`src/rtl/data_bus_arbiter_pkg.sv`:
```
// Shared encodings for the data-bus arbiter: FSM states, bus size codes, owner ids,
// and the alignment rule used when picking a winner.
package data_bus_arbiter_pkg;

    typedef enum logic [1:0] {
        ST_IDLE  = 2'd0,
        ST_ISSUE = 2'd1,
        ST_WAIT  = 2'd2,
        ST_RESP  = 2'd3
    } arb_state_t;

    typedef enum logic {
        OWN_M0 = 1'b0,
        OWN_M1 = 1'b1
    } owner_t;

    localparam logic [1:0] BUS_B = 2'b00;
    localparam logic [1:0] BUS_H = 2'b01;
    localparam logic [1:0] BUS_W = 2'b10;

    localparam int CNT_W = 4;

    // Size code 11 is served as a word access.
    function automatic logic [1:0] norm_size(input logic [1:0] size);
        return (size == 2'b11) ? BUS_W : size;
    endfunction

    function automatic logic is_misaligned(input logic [1:0] size, input logic [1:0] addr_lo);
        logic w_mis;
        case (norm_size(size))
            BUS_B:   w_mis = 1'b0;
            BUS_H:   w_mis = addr_lo[0];
            default: w_mis = (addr_lo != 2'b00);
        endcase
        return w_mis;
    endfunction

endpackage

```
`src/rtl/data_bus_arbiter_pick.sv`:
```
// Winner selection between core (M0) and loader (M1): M0 by default, M1 after MAX_WAIT
// consecutive losses; also flags whether the winning access is misaligned.
module data_bus_arbiter_pick
    import data_bus_arbiter_pkg::*;
#(
    parameter int MAX_WAIT = 4
) (
    input  logic       i_clk,
    input  logic       i_rst,
    input  logic       i_arb_en,
    input  logic       i_m0_req,
    input  logic       i_m1_req,
    input  logic [1:0] i_m0_size,
    input  logic [1:0] i_m0_addr_lo,
    input  logic [1:0] i_m1_size,
    input  logic [1:0] i_m1_addr_lo,
    output logic       o_gnt_vld,
    output owner_t     o_owner,
    output logic       o_misalign
);

    logic [CNT_W-1:0] r_starve_cnt;
    logic             w_m1_wins;

    assign w_m1_wins  = i_m1_req && (!i_m0_req || (r_starve_cnt >= CNT_W'(MAX_WAIT)));
    assign o_gnt_vld  = i_arb_en && (i_m0_req || i_m1_req);
    assign o_owner    = w_m1_wins ? OWN_M1 : OWN_M0;
    assign o_misalign = w_m1_wins ? is_misaligned(i_m1_size, i_m1_addr_lo)
                                  : is_misaligned(i_m0_size, i_m0_addr_lo);

    // Counts only contested grants that M0 won; saturates rather than wrapping.
    always_ff @(posedge i_clk or posedge i_rst) begin
        if (i_rst) begin
            r_starve_cnt <= '0;
        end else if (o_gnt_vld) begin
            if (w_m1_wins) begin
                r_starve_cnt <= '0;
            end else if (i_m1_req && (r_starve_cnt != '1)) begin
                r_starve_cnt <= r_starve_cnt + CNT_W'(1);
            end
        end
    end

endmodule

```
`src/rtl/data_bus_arbiter.sv`:
```
// Shares the DataBusControl port between core (M0) and loader (M1); each access runs
// IDLE->ISSUE->WAIT->RESP, done after BUS_LATENCY+1 edges (misaligned: 1 edge, no strobe).
module data_bus_arbiter
    import data_bus_arbiter_pkg::*;
#(
    parameter int ADDR_WIDTH  = 32,
    parameter int DATA_WIDTH  = 32,
    parameter int BUS_LATENCY = 1,
    parameter int MAX_WAIT    = 4
) (
    input  logic                  clk,
    input  logic                  rst,
    input  logic                  m0_req,
    input  logic                  m0_we,
    input  logic [1:0]            m0_size,
    input  logic [ADDR_WIDTH-1:0] m0_addr,
    input  logic [DATA_WIDTH-1:0] m0_wdata,
    output logic                  m0_busy,
    output logic                  m0_done,
    output logic                  m0_err,
    output logic [DATA_WIDTH-1:0] m0_rdata,
    input  logic                  m1_req,
    input  logic                  m1_we,
    input  logic [1:0]            m1_size,
    input  logic [ADDR_WIDTH-1:0] m1_addr,
    input  logic [DATA_WIDTH-1:0] m1_wdata,
    output logic                  m1_done,
    output logic                  m1_err,
    output logic [DATA_WIDTH-1:0] m1_rdata,
    output logic                  m1_gnt,
    output logic                  bus_wd,
    output logic                  bus_rd,
    output logic [1:0]            bus_size,
    output logic [ADDR_WIDTH-1:0] bus_addr,
    output logic [DATA_WIDTH-1:0] bus_data_in,
    input  logic [DATA_WIDTH-1:0] bus_data_out
);

    localparam logic [CNT_W-1:0] LAT_LOAD = (BUS_LATENCY > 1) ? CNT_W'(BUS_LATENCY - 2) : '0;

    arb_state_t            r_state;
    owner_t                r_owner;
    logic [CNT_W-1:0]      r_lat_cnt;
    logic                  r_bus_wd;
    logic                  r_bus_rd;
    logic [1:0]            r_bus_size;
    logic [ADDR_WIDTH-1:0] r_bus_addr;
    logic [DATA_WIDTH-1:0] r_bus_wdata;
    logic                  r_m0_done;
    logic                  r_m0_err;
    logic [DATA_WIDTH-1:0] r_m0_rdata;
    logic                  r_m1_done;
    logic                  r_m1_err;
    logic [DATA_WIDTH-1:0] r_m1_rdata;
    logic                  r_m1_gnt;

    logic                  w_gnt_vld;
    owner_t                w_owner;
    logic                  w_misalign;
    logic                  w_sel_we;
    logic [1:0]            w_sel_size;
    logic [ADDR_WIDTH-1:0] w_sel_addr;
    logic [DATA_WIDTH-1:0] w_sel_wdata;
    logic                  w_resp_next;

    data_bus_arbiter_pick #(
        .MAX_WAIT (MAX_WAIT)
    ) u_pick (
        .i_clk        (clk),
        .i_rst        (rst),
        .i_arb_en     (r_state == ST_IDLE),
        .i_m0_req     (m0_req),
        .i_m1_req     (m1_req),
        .i_m0_size    (m0_size),
        .i_m0_addr_lo (m0_addr[1:0]),
        .i_m1_size    (m1_size),
        .i_m1_addr_lo (m1_addr[1:0]),
        .o_gnt_vld    (w_gnt_vld),
        .o_owner      (w_owner),
        .o_misalign   (w_misalign)
    );

    assign w_sel_we    = (w_owner == OWN_M1) ? m1_we : m0_we;
    assign w_sel_size  = norm_size((w_owner == OWN_M1) ? m1_size : m0_size);
    assign w_sel_addr  = (w_owner == OWN_M1) ? m1_addr : m0_addr;
    assign w_sel_wdata = (w_owner == OWN_M1) ? m1_wdata : m0_wdata;

    assign w_resp_next = ((r_state == ST_ISSUE) && (BUS_LATENCY == 1)) ||
                         ((r_state == ST_WAIT) && (r_lat_cnt == '0));

    always_ff @(posedge clk or posedge rst) begin
        if (rst) begin
            r_state     <= ST_IDLE;
            r_owner     <= OWN_M0;
            r_lat_cnt   <= '0;
            r_bus_wd    <= 1'b0;
            r_bus_rd    <= 1'b0;
            r_bus_size  <= '0;
            r_bus_addr  <= '0;
            r_bus_wdata <= '0;
            r_m0_done   <= 1'b0;
            r_m0_err    <= 1'b0;
            r_m0_rdata  <= '0;
            r_m1_done   <= 1'b0;
            r_m1_err    <= 1'b0;
            r_m1_rdata  <= '0;
            r_m1_gnt    <= 1'b0;
        end else begin
            r_bus_wd  <= 1'b0;
            r_bus_rd  <= 1'b0;
            r_m0_done <= 1'b0;
            r_m0_err  <= 1'b0;
            r_m1_done <= 1'b0;
            r_m1_err  <= 1'b0;
            case (r_state)
                ST_IDLE: begin
                    if (w_gnt_vld) begin
                        r_owner     <= w_owner;
                        r_m1_gnt    <= (w_owner == OWN_M1);
                        r_bus_size  <= w_sel_size;
                        r_bus_addr  <= w_sel_addr;
                        r_bus_wdata <= w_sel_wdata;
                        // Misaligned accesses never touch the bus; they answer with err next cycle.
                        if (w_misalign) begin
                            r_state   <= ST_RESP;
                            r_m0_done <= (w_owner == OWN_M0);
                            r_m0_err  <= (w_owner == OWN_M0);
                            r_m1_done <= (w_owner == OWN_M1);
                            r_m1_err  <= (w_owner == OWN_M1);
                        end else begin
                            r_state  <= ST_ISSUE;
                            r_bus_wd <= w_sel_we;
                            r_bus_rd <= !w_sel_we;
                        end
                    end
                end
                ST_ISSUE: begin
                    if (!w_resp_next) begin
                        r_state   <= ST_WAIT;
                        r_lat_cnt <= LAT_LOAD;
                    end
                end
                ST_WAIT: begin
                    if (!w_resp_next) begin
                        r_lat_cnt <= r_lat_cnt - CNT_W'(1);
                    end
                end
                ST_RESP: begin
                    r_state  <= ST_IDLE;
                    r_m1_gnt <= 1'b0;
                end
                default: r_state <= ST_IDLE;
            endcase

            // Read data is sampled on the edge that enters RESP so it is valid alongside done.
            if (w_resp_next) begin
                r_state <= ST_RESP;
                if (r_owner == OWN_M0) begin
                    r_m0_done  <= 1'b1;
                    r_m0_rdata <= bus_data_out;
                end else begin
                    r_m1_done  <= 1'b1;
                    r_m1_rdata <= bus_data_out;
                end
            end
        end
    end

    assign m0_busy     = m0_req && !r_m0_done;
    assign m0_done     = r_m0_done;
    assign m0_err      = r_m0_err;
    assign m0_rdata    = r_m0_rdata;
    assign m1_done     = r_m1_done;
    assign m1_err      = r_m1_err;
    assign m1_rdata    = r_m1_rdata;
    assign m1_gnt      = r_m1_gnt;
    assign bus_wd      = r_bus_wd;
    assign bus_rd      = r_bus_rd;
    assign bus_size    = r_bus_size;
    assign bus_addr    = r_bus_addr;
    assign bus_data_in = r_bus_wdata;

endmodule

```
`config.mk`:
```
export PLATFORM = sky130hd
export DESIGN_NAME = data_bus_arbiter
export DESIGN_NICKNAME = d
export VERILOG_FILES = /design/src/rtl/data_bus_arbiter_pkg.sv /design/src/rtl/data_bus_arbiter_pick.sv /design/src/rtl/data_bus_arbiter.sv
export SDC_FILE = /design/constraint.sdc
export NUM_CORES = 1
export LEC_CHECK = 0
export CORE_ASPECT_RATIO = 2
export CORE_MARGIN = 2
export CORE_UTILIZATION = 25
export CTS_CLUSTER_DIAMETER = 200
export DETAILED_ROUTE_END_ITERATION = 12
export SLEW_MARGIN = 10
export SYNTH_ARGS = -nofsm -noshare
export SYNTH_HDL_FRONTEND = slang
export SYNTH_SLANG_ARGS = --single-unit
```
`constraint.sdc`:
```
create_clock -name clk -period 8.1 [get_ports clk]
set_clock_uncertainty 0.2 [all_clocks]
set_input_delay 0.81 -clock clk [delete_from_list [all_inputs] [get_ports clk]]
set_output_delay 0.81 -clock clk [all_outputs]
set_load 0.05 [all_outputs]
```
Word level (Yosys, flattened, before mapping)
Index checks and enable logic that the tools add are counted.
- word-level logic and storage cells: 100
- flip-flop bits (word level): 148
- input bits: 170
- output and inout port bits: 138
- reductions and logical operators: 28
- equality and inequality tests: 13
- magnitude comparators: 1
- bitwise operators: 2
- multiplexer cells: 38
- add/subtract/negate cells: 2
- operators with widths (kind ; number):
    $mux 32 ; 2
    $mux 1 ; 20
    $mux 4 ; 4
    $mux 2 ; 7
    $reduce_and 2->1 ; 6
    $eq 2x2->1 const B ; 5
    $reduce_bool 2->1 ; 5
    $pmux 4 s2 ; 1
    $eq 2x1->1 const B ; 3
    $logic_not 2->1 ; 3
    $ne 2x2->1 const B ; 3
    $pmux 1 s2 ; 3
    $pmux 2 s3 ; 1
    $logic_and 1x1->1 ; 5
    $add 4x1->4 const B ; 1
    $ge 4x3->1 const B ; 1
    $logic_not 4->1 ; 1
    $ne 4x4->1 const B ; 1
    $reduce_bool 4->1 ; 1
    $sub 4x1->4 const B ; 1
    $logic_not 1->1 ; 3
    $logic_or 1x1->1 ; 3
    $ne 3x3->1 const B ; 1
    $reduce_and 3->1 ; 1
    $not 1->1 ; 2

Longest topological paths before layout
Gate-level depths: netlist (run 1).
- depth in word-level cells: 10
- depth in mapped cells: 9

Modules after synthesis
Synthesis (run 1) repeated with hierarchy kept, for this count alone.
- cells, all modules: 523
- area total of the unflattened synthesis: 6541.3 um^2
- modules (own cells, without submodules) (module ; instances ; seq. area each (um^2) ; area an instance (um^2) ; cells each):
    data_bus_arbiter ; 1 ; 3603.5 ; 6309.8 ; 499
    data_bus_arbiter_pick ; 1 ; 100.1 ; 231.5 ; 24

Worst setup path after synthesis (run 1)
Ideal clock, no wire load.
- kind: input -> output
- from: input m0_req
- to: output m0_busy
- stages on the path: 1
- arrival: 1.517 ns
- data required time: 7.090 ns
- setup slack: 5.573 ns
- cell sequence: nor2b_1
- word-level cells in the longest chain between the ends: 1
- RTL lines (item ; RTL line ; text):
    start: declaration ; data_bus_arbiter.sv:13 ; input logic m0_req,
    $logic_and 1x1->1 ; data_bus_arbiter.sv:169 ; assign m0_busy = m0_req && !r_m0_done;
    end: declaration ; data_bus_arbiter.sv:18 ; output logic m0_busy,
No other way between the ends.

Worst setup path in the final report (run 1)
- from: input m0_req
- to: register r_bus_wdata[7] (netlist: bus_data_in[7])
- word-level cells in the longest chain between the ends: 5
- RTL lines (item ; RTL line ; text):
    $logic_not 1->1 ; data_bus_arbiter_pick.sv:25 ; assign w_m1_wins = i_m1_req && (!i_m0_req || (r_starve_cnt >= CNT_W'(MAX_WAIT)));
    $logic_or 1x1->1 ; data_bus_arbiter_pick.sv:25 ;
    $logic_and 1x1->1 ; data_bus_arbiter_pick.sv:25 ;
    $mux 1 ; data_bus_arbiter_pick.sv:27 ; assign o_owner = w_m1_wins ? OWN_M1 : OWN_M0;
    $mux 32 ; data_bus_arbiter.sv:86 ; assign w_sel_wdata = (w_owner == OWN_M1) ? m1_wdata : m0_wdata;
    end signal: assignment ; data_bus_arbiter.sv:122 ; r_bus_wdata <= w_sel_wdata;
    end: declaration ; data_bus_arbiter.sv:48 ; logic [DATA_WIDTH-1:0] r_bus_wdata;
Parallel ways exist; a longest one is shown, timed or not.
A chain may end at the register's enable or synchronous reset.

==> metrics.csv, run 1 <==
stage;metric;value;unit
power_and_ir_drop;Pleak;4.63;nW
clocking;TritonCTS buffer count;17;
clocking;# hold bufs at CTS;0;
drt;Routed met3 length;1280;µm
drt;vias post-DR;5109;
yosys;Syn Std Cell Area;6410;µm²
drt;WL/cell;16.6;µm
yosys;most frequent cell after synthesis;dfrtp_1;
global_route;first-pass GRT wire length;29800;µm
clocking;Post-CTS Setup Bufs;0;
clocking;maximum clock insertion buffer count;2;
drt;Max Used Layer;met4;
global_route;largest net degree at the start of global routing;104;
drt;met2 WL post-DR;11100;µm
power_and_ir_drop;Sw Ratio;0.469;
clocking;htree depth;4;
yosys;syn nets;709;
drt;Post-DRT Antenna Nets;0;
yosys;ranking of synthesized cells by area;dfrtp_1 (58%), mux2_2 (11%), mux2i_1 (11%);
place;RePlAce Congestion;0.786;
yosys;top post-synthesis cells by count;dfrtp_1 (148), nand2_1 (76), o21ai_0 (74);
worst_setup_path;CP Class;in -> reg;
place;count of buffers from port buffering;307;
drt;First-pass DRT Iterations;4;
power_and_ir_drop;sequential cell fraction of total power;0.270;
yosys;EDFF count, synth;0;
global_route;gr ovfl total;0;
timing;Pins Over Slew Limit;0;
clocking;Worst-path clk slew;70;ps
floorplanning;Initial Util;0.255;
drt;drt drc;0;
timing;Tmin final;3420;ps
yosys;Mapped Avg Cell Area;12.1;µm²
yosys;distinct cell type count after synthesis;34;
drt;vias per inst;4.34;
floorplanning;Die X-Extent;117;µm
yosys;area share of the largest cell type after synthesis;0.578;
global_route;vias in the first global route;5393;
timing;Final Hold Slack;275;ps
timing;Max Fclk;292;MHz
floorplanning;Die Ht;230;µm
power_and_ir_drop;Worst VDD drop;0.180;mV
floorplanning;Core ar.;25100;µm²
yosys;Yosys Warn Count;0;
layout;Area Overhead vs Synth;61.5;%
clocking;root buf cell;clkbuf_16;
yosys;Post-Syn Instances;531;
worst_setup_path;CP Cell Sequence;clkdlybuf4s50_1 > or3b_1 > nand2_4 > buf_4 > mux2i_1 > o21ai_0;
timing;final worst slack;4680;ps
place;pre-CTS WS;4200;ps
worst_setup_path;CP max stage delay;720;ps
clocking;Resized cells post-CTS;0;
worst_setup_path;Worst Setup Start Kind;primary input;
worst_setup_path;Worst setup EP type;flip-flop;
timing;Least-Margin Pin Slew;1020;ps
clocking;CTS sink cnt;148;
yosys;Yosys top cell by area;dfrtp_1;
layout;layout cell share with drive strength beyond 1;0.122;
timing;RSZ-0062 raised after global routing;false;
timing;Final setup viols;0;
yosys;register area share after synthesis;0.578;
yosys;asr flop ratio synth;1.00;
timing;part of the cycle the worst path needs;0.422;
timing;Final Hold Viols;0;
layout;net count reported at finish;1007;
global_route;initial antenna violation count;0;
yosys;number of synthesized register bits;148;
worst_setup_path;worst-case reg-to-reg path depth;6;
drt;Iter 0 DRT Violations;162;
min_path;HP Class;reg -> reg;
power_and_ir_drop;PD cells;458;nW/µm²
place;hpwl dp;14600;µm
power_and_ir_drop;Internal;2.52;mW
drt;final wirelength;19600;µm
job;max_cap viols;0;
run_status;status;complete, no violations;
worst_setup_path;worst-path fanout max;47;
floorplanning;die footprint;27000;µm²
worst_setup_path;slowest stage cell, crit path;buf_4;
worst_setup_path;critical path required time;8170;ps
yosys;Most used DFF post-synth;dfrtp_1;
floorplanning;Core Rows;82;
timing;setup tns final;0;ps
drt;met1 WL;6610;µm
worst_setup_path;CP Data Arrival Time;3490;ps
clocking;clk_lat worst skew;420;ps
min_path;hold path cells;2;
floorplanning;top-level I/O count;308;
timing;Slew Limit Headroom;0.317;
power_and_ir_drop;sw power;2.22;mW
layout;Inserted Diodes;0;
power_and_ir_drop;Comb pwr share;0.564;
power_and_ir_drop;power share of the clock group;0.166;
global_route;Global Route Usage Sum;0.149;
power_and_ir_drop;Tot Pwr;4.74;mW
clocking;CTS tree;built;
through the flow:
step / std cells / utilization / cell area, µm²
2_1_floorplan: 531 / - / 6410
3_3_place_gp: 1146 / 0.388 / 9760
3_5_place_dp: 1146 / 0.388 / 9760
4_1_cts: 1177 / 0.412 / 10300
5_1_grt: 1177 / 0.412 / 10300
6_report: 1177 / 0.412 / 10300
critical path: cells and delay by family:
family / cells / cell delay [ps]
AOI/OAI and AO/OA: 1 / 110
muxes: 1 / 270
and+or+nand+nor: 2 / 890
buffers and inverters: 2 / 1320
path summary, 6_finish.rpt:
kind                                        end  slack (ps)            start
worst max-delay path             bus_data_in[7]        4680           m0_req
max in group asynchronous           bus_size[1]        5530              rst
worst max register to register          m1_done        5210       r_state[0]
min in group asynchronous          m1_rdata[16]         660              rst
worst min register to register  bus_data_in[25]         270  bus_data_in[25]
worst min-delay path            bus_data_in[25]         270  bus_data_in[25]
logic make-up after synthesis:
logic type | share of synthesized area
buf+inv | 0.0338
fa+ha+maj | 0.0156
flops | 0.578
mux | 0.222
compound gates | 0.0816
simple gates | 0.0691
cell usage in the layout (no fill, tap or decap), drive strengths merged, types with 3 or more instances in the layout:
cell type / count
mux2i: 70
ha: 8
buf: 4
dfrtp: 148
nand3: 3
nor2: 10
mux2: 64
o21ai: 76
a21oi: 7
inv: 10
clkdlybuf4s50: 307
clkbuf: 21
clkinv: 3
nand2: 77
or3: 4
a21o: 3
clkinvlp: 3
area by class of cell:
cell class / instances / area (µm²)
clock inverter: 10 / 123
multi-input combinational: 343 / 2500
sequential: 148 / 3700
tap: 336 / 420
clock buffer: 21 / 460
timing repair buffer: 311 / 3100
fill: 2428 / 14800
inverter: 8 / 35.0
routing by layer:
metal | track usage | vias up
met5 | 0 | -
met4 | 0.0676 | 0
met3 | 0.0457 | 33
met2 | 0.277 | 199
met1 | 0.144 | 2435
li1 | - | 2442
state kept, by name (all words and copies together) (netlist names):
name                 cells
m0_rdata                32
bus_data_in             32
r_state                  2
u_pick.r_starve_cnt      4
bus_wd                   1
m1_rdata                32
bus_size                 2
r_lat_cnt                4
m1_err                   1
bus_addr                32
bus_rd                   1
r_owner                  1
m0_err                   1
m0_done                  1
m1_done                  1
m1_gnt                   1
power groups by stage:
stage | combinational, mW | clock [mW] | sequential [mW]
2_1_floorplan | 0.614 | 0 | 2.43
3_3_place_gp | 2.69 | 0 | 1.28
3_5_place_dp | 2.72 | 0 | 1.29
4_1_cts | 2.72 | 0.822 | 1.28
5_1_grt | 2.83 | 0.850 | 1.33
6_report | 2.68 | 0.788 | 1.28
Note: power is estimated with default switching activity, not from simulation.
==> run 2: changes to the inputs <==
==> constraint.sdc (replaced) <==
create_clock -name clk -period 3.55 [get_ports clk]
set_clock_uncertainty 0.2 [all_clocks]
set_input_delay 0.355 -clock clk [delete_from_list [all_inputs] [get_ports clk]]
set_output_delay 0.355 -clock clk [all_outputs]
set_load 0.05 [all_outputs]
==> run 2 against run 1 <==
- wire length decreased by 2.2%
- non-clock buffer count up 4
- final area increased by 1.6%
- die area is the same
- clock power increased to 2.6 times the previous value
- sequential cell count unchanged
- setup slack lost 3600 ps
- power up 130%
- critical endpoint is now m0_rdata[22]
- largest cell class unchanged
==> metrics.csv, run 2 (same netlist as run 1, synthesis figures left out) <==
stage;metric;value;unit
run_status;status;complete, no violations;
clocking;htree depth;4;
worst_setup_path;Worst Setup Start Kind;flip-flop;
timing;Tmin final;2480;ps
worst_setup_path;CP bufs+invs;2;
floorplanning;Core ar.;25100;µm²
worst_setup_path;CP max stage delay;450;ps
layout;commonest non-fill, non-tap cell in the layout;clkdlybuf4s50_1;
clocking;root buf cell;clkbuf_16;
worst_setup_path;Top delay family on crit path;flip-flops;
power_and_ir_drop;Worst VDD drop;0.417;mV
clocking;Worst-path clk slew;60;ps
clocking;CTS tree;built;
floorplanning;Core Rows;82;
drt;Post-DRT Antenna Nets;0;
job;max_cap viols;0;
global_route;first-pass GRT wire length;29300;µm
min_path;HP Class;reg -> reg;
global_route;gr ovfl total;0;
floorplanning;top-level I/O count;308;
worst_setup_path;Worst setup EP type;flip-flop;
global_route;initial antenna violation count;0;
worst_setup_path;CP Cell Sequence;inv_1 > ha_1 > a31o_2 > nand2b_2 > buf_4 > mux2_2;
timing;part of the cycle the worst path needs;0.700;
worst_setup_path;CP Data Arrival Time;2600;ps
drt;vias per inst;4.28;
drt;vias post-DR;5059;
layout;Inserted Diodes;0;
floorplanning;die footprint;27000;µm²
worst_setup_path;worst-path fanout max;17;
drt;Iter 0 DRT Violations;157;
drt;drt drc;0;
layout;commonest cells after routing, fill and taps aside;clkdlybuf4s50_1 (307), dfrtp_1 (148), nand2_1 (76);
timing;Slew Limit Headroom;0.467;
layout;Area Overhead vs Synth;64.0;%
drt;WL/cell;16.2;µm
clocking;Resized cells post-CTS;0;
layout;final core occ;0.418;
timing;setup tns final;0;ps
clocking;Post-CTS Setup Bufs;0;
timing;Final Hold Viols;0;
floorplanning;Die Ht;230;µm
worst_setup_path;critical path required time;3660;ps
timing;Pins Over Slew Limit;0;
layout;net count reported at finish;1011;
place;RePlAce Congestion;0.789;
floorplanning;Die X-Extent;117;µm
clocking;# hold bufs at CTS;0;
timing;RSZ-0062 raised after global routing;false;
worst_setup_path;CP Class;reg -> reg;
clocking;clk_lat worst skew;440;ps
clocking;CTS sink cnt;148;
timing;Final setup viols;0;
global_route;vias in the first global route;5352;
worst_setup_path;slowest stage cell, crit path;dfrtp_1;
global_route;Global Route Usage Sum;0.147;
power_and_ir_drop;Pleak;4.72;nW
floorplanning;Initial Util;0.255;
global_route;largest net degree at the start of global routing;149;
layout;layout cell share with drive strength beyond 1;0.130;
timing;Least-Margin Pin Slew;799;ps
clocking;maximum clock insertion buffer count;2;
place;hpwl dp;14200;µm
power_and_ir_drop;PD cells;1060;nW/µm²
place;count of buffers from port buffering;307;
drt;First-pass DRT Iterations;4;
clocking;TritonCTS buffer count;17;
timing;Max Fclk;403;MHz
power_and_ir_drop;Tot Pwr;11.1;mW
drt;final wirelength;19100;µm
-- run 2: changes by cell type in the layout (fill, tap and decap cells not counted), sizes merged --
| cell | previous run | this run |
|---|---|---|
| buf | 4 | 8 |
| bufinv | 2 | 5 |
| clkbuf | 21 | 20 |
| clkinv | 3 | 5 |
| clkinvlp | 3 | 2 |
| inv | 10 | 8 |
-- run 2: final cells by class --
type	count	area (µm²)
Sequential cell	148	3700
Clock inverter	12	199
Fill cell	2430	14600
Clock buffer	20	467
Inverter	8	33.8
Tap cell	336	420
Timing Repair Buffer	315	3180
Multi-Input combinational cell	343	2500
-- run 2: tightest hold or removal path: stages (launching register included) --
cell and delay, ps:
dfrtp_1 340, nand2_1 40, o21ai_0 60
-- run 2: where the power goes --
| group | leakage (nW) | internal (mW) | switching [mW] |
|---|---|---|---|
| Combinational | 2.59 | 2.20 | 3.93 |
| Clock | 0.326 | 1.30 | 0.746 |
| Sequential | 1.80 | 2.50 | 0.417 |
| Total | 4.72 | 6.00 | 5.09 |
-- run 2: path summary, 6_finish.rpt --
| path | slack, ps | to | startpoint | depth (start not counted) |
|---|---|---|---|---|
| worst min register to register | 280 | bus_data_in[18] | bus_data_in[18] | 2 |
| worst max-delay path | 1070 | m0_rdata[22] | r_state[0] | 6 |
| worst min-delay path | 280 | bus_data_in[18] | bus_data_in[18] | 2 |
| min in group asynchronous | 330 | m0_rdata[28] | rst | 3 |
| max in group asynchronous | 2260 | bus_data_in[16] | rst | 3 |
| worst max register to register | 1070 | m0_rdata[22] | r_state[0] | 6 |
-- run 2: metal layers --
layer | vias up | wire, µm | track usage
met5 | - | 0 | 0
met2 | 188 | 10800 | 0.270
met4 | 0 | 589 | 0.0680
met1 | 2399 | 6320 | 0.138
li1 | 2445 | - | -
met3 | 27 | 1450 | 0.0572
-- run 2: through the flow --
step	instances	worst slack [ps]	instance area, µm²	hold WS [ps]
after detailed placement	1150	764	9840	269
after global routing	1182	925	10500	304
after floorplan	531	1130	6410	243
final	1182	1070	10500	276
after global placement	1150	785	9840	261
after CTS	1182	1020	10500	283
==> run 3: changes to the inputs <==
==> constraint.sdc (replaced) <==
create_clock -name clk -period 2.3 [get_ports clk]
set_clock_uncertainty 0.2 [all_clocks]
set_input_delay 0.23 -clock clk [delete_from_list [all_inputs] [get_ports clk]]
set_output_delay 0.23 -clock clk [all_outputs]
set_load 0.05 [all_outputs]
==> run 3 against run 2 <==
- sequential power grew 55%
- maximum frequency is 17% higher
- non-clock buffer count rose by 15
- final area grew 2.2%
- via count increased by 1.1%
- wire length decreased by 0.72%
- critical path type unchanged
- largest power group unchanged
==> metrics.csv, run 3 (same netlist as run 1, synthesis figures left out) <==
stage;metric;value;unit
timing;part of the cycle the worst path needs;0.923;
drt;Iter 0 DRT Violations;121;
layout;Area Overhead vs Synth;67.5;%
floorplanning;top-level I/O count;308;
power_and_ir_drop;Worst VDD drop;0.775;mV
worst_setup_path;worst-case reg-to-reg path depth;6;
drt;final wirelength;19000;µm
place;hpwl dp;14700;µm
layout;commonest non-fill, non-tap cell in the layout;clkdlybuf4s50_1;
worst_setup_path;CP Class;reg -> reg;
floorplanning;Die X-Extent;117;µm
layout;commonest cells after routing, fill and taps aside;clkdlybuf4s50_1 (306), dfrtp_1 (148), nand2_1 (76);
run_status;status;complete, no violations;
timing;Pins Over Slew Limit;0;
layout;final core occ;0.427;
clocking;CTS tree;built;
min_path;HP Class;in -> async;
timing;Final Hold Viols;0;
clocking;# hold bufs at CTS;0;
global_route;largest net degree at the start of global routing;59;
clocking;Resized cells post-CTS;0;
clocking;clk_lat worst skew;430;ps
layout;final std cells w/o fill;1197;
timing;Least-Margin Pin Slew;585;ps
floorplanning;die footprint;27000;µm²
place;RePlAce Congestion;0.782;
worst_setup_path;critical path required time;2420;ps
timing;Max Fclk;471;MHz
timing;RSZ-0062 raised after global routing;false;
global_route;initial antenna violation count;3;
clocking;maximum clock insertion buffer count;2;
job;max_cap viols;0;
clocking;CTS sink cnt;148;
worst_setup_path;R2R Setup Slk;180;ps
floorplanning;Core Rows;82;
drt;Post-DRT Antenna Nets;0;
place;count of buffers from port buffering;307;
place;placed cell count;1165;
drt;drt drc;0;
global_route;first-pass GRT wire length;29400;µm
clocking;htree depth;4;
worst_setup_path;terminus of the critical flop-to-flop path;m1_rdata[0];
drt;vias post-DR;5117;
clocking;root buf cell;clkbuf_16;
worst_setup_path;Worst Setup Start Kind;flip-flop;
timing;setup tns final;0;ps
drt;First-pass DRT Iterations;4;
drt;WL/cell;15.9;µm
layout;fill cell count;2366;
timing;Final setup viols;0;
worst_setup_path;RR Startpoint;r_state[0];
layout;layout cell share with drive strength beyond 1;0.145;
timing;Tmin final;2120;ps
floorplanning;Core ar.;25100;µm²
clocking;TritonCTS buffer count;17;
worst_setup_path;worst-path fanout max;32;
timing;Slew Limit Headroom;0.609;
global_route;gr ovfl total;0;
power_and_ir_drop;PD cells;1610;nW/µm²
clocking;Worst-path clk slew;70;ps
worst_setup_path;Worst setup EP type;flip-flop;
clocking;Post-CTS Setup Bufs;0;
power_and_ir_drop;Pleak;4.84;nW
worst_setup_path;CP Data Arrival Time;2240;ps
floorplanning;Die Ht;230;µm
layout;Inserted Diodes;0;
floorplanning;Initial Util;0.255;
layout;net count reported at finish;1026;
drt;vias per inst;4.27;
global_route;vias in the first global route;5372;
global_route;Global Route Usage Sum;0.146;
## run 3: cell count changes in the layout (fill, tap and decap cells not counted), sizes merged
cell and change:
inv +1, buf +16, clkinvlp -1, clkdlybuf4s50 -1
## run 3: area by class of cell
class	count	area, µm²	share of cell area
flip-flops and latches	148	3700	0.345
repair buffers	330	3420	0.318
multi-input cells	343	2500	0.233
clock buffers	20	457	0.0425
well taps	336	420	0.0392
clock inverters	12	200	0.0187
inverters	8	33.8	0.00315
## run 3: power breakdown
part           internal, mW  switching (mW)  total (mW)
sequential             3.85           0.649        4.50
combinational          3.55            6.08        9.63
clock                  1.99            1.14        3.13
total                  9.39            7.87        17.3
## run 3: metrics by stage
stage / total power, mW / hold slack (ps) / worst slack, ps / instance area [µm²]
3_3_place_gp: 14.2 / 259 / 77.6 / 10100
6_report: 17.3 / 65.8 / 178 / 10700
4_1_cts: 17.5 / 51.1 / 152 / 10700
2_1_floorplan: 10.7 / 172 / 9.01 / 6410
3_5_place_dp: 14.3 / 269 / 59.2 / 10100
5_1_grt: 18.2 / 71.6 / 56.8 / 10700
## run 3: worst max path at each step
stage	to	depth (start not counted)	start	slack, ps
after CTS	m1_rdata[1]	6	r_state[0]	150
final	m1_rdata[0]	6	r_state[0]	180
after global placement	bus_rd	6	m0_req	80
after floorplan	bus_addr[0]	1	rst	9
after detailed placement	bus_addr[30]	7	m0_req	60
after global routing	m1_rdata[0]	6	r_state[0]	60
## run 3: critical path, cell delays in order, from the launching register on
cell     delay (ps)
dfrtp_1         450
inv_1           120
ha_1            230
a31o_2          270
nand2_1         120
buf_12          220
mux2_2          360
## run 3: routing by layer
metal  routed length [µm]  global-route usage  up-vias
met3                 1360              0.0501       42
met4                  775              0.0787        4
li1                     -                   -     2479
met2                10400               0.263      195
met1                 6430               0.143     2397
met5                   24                   0        -
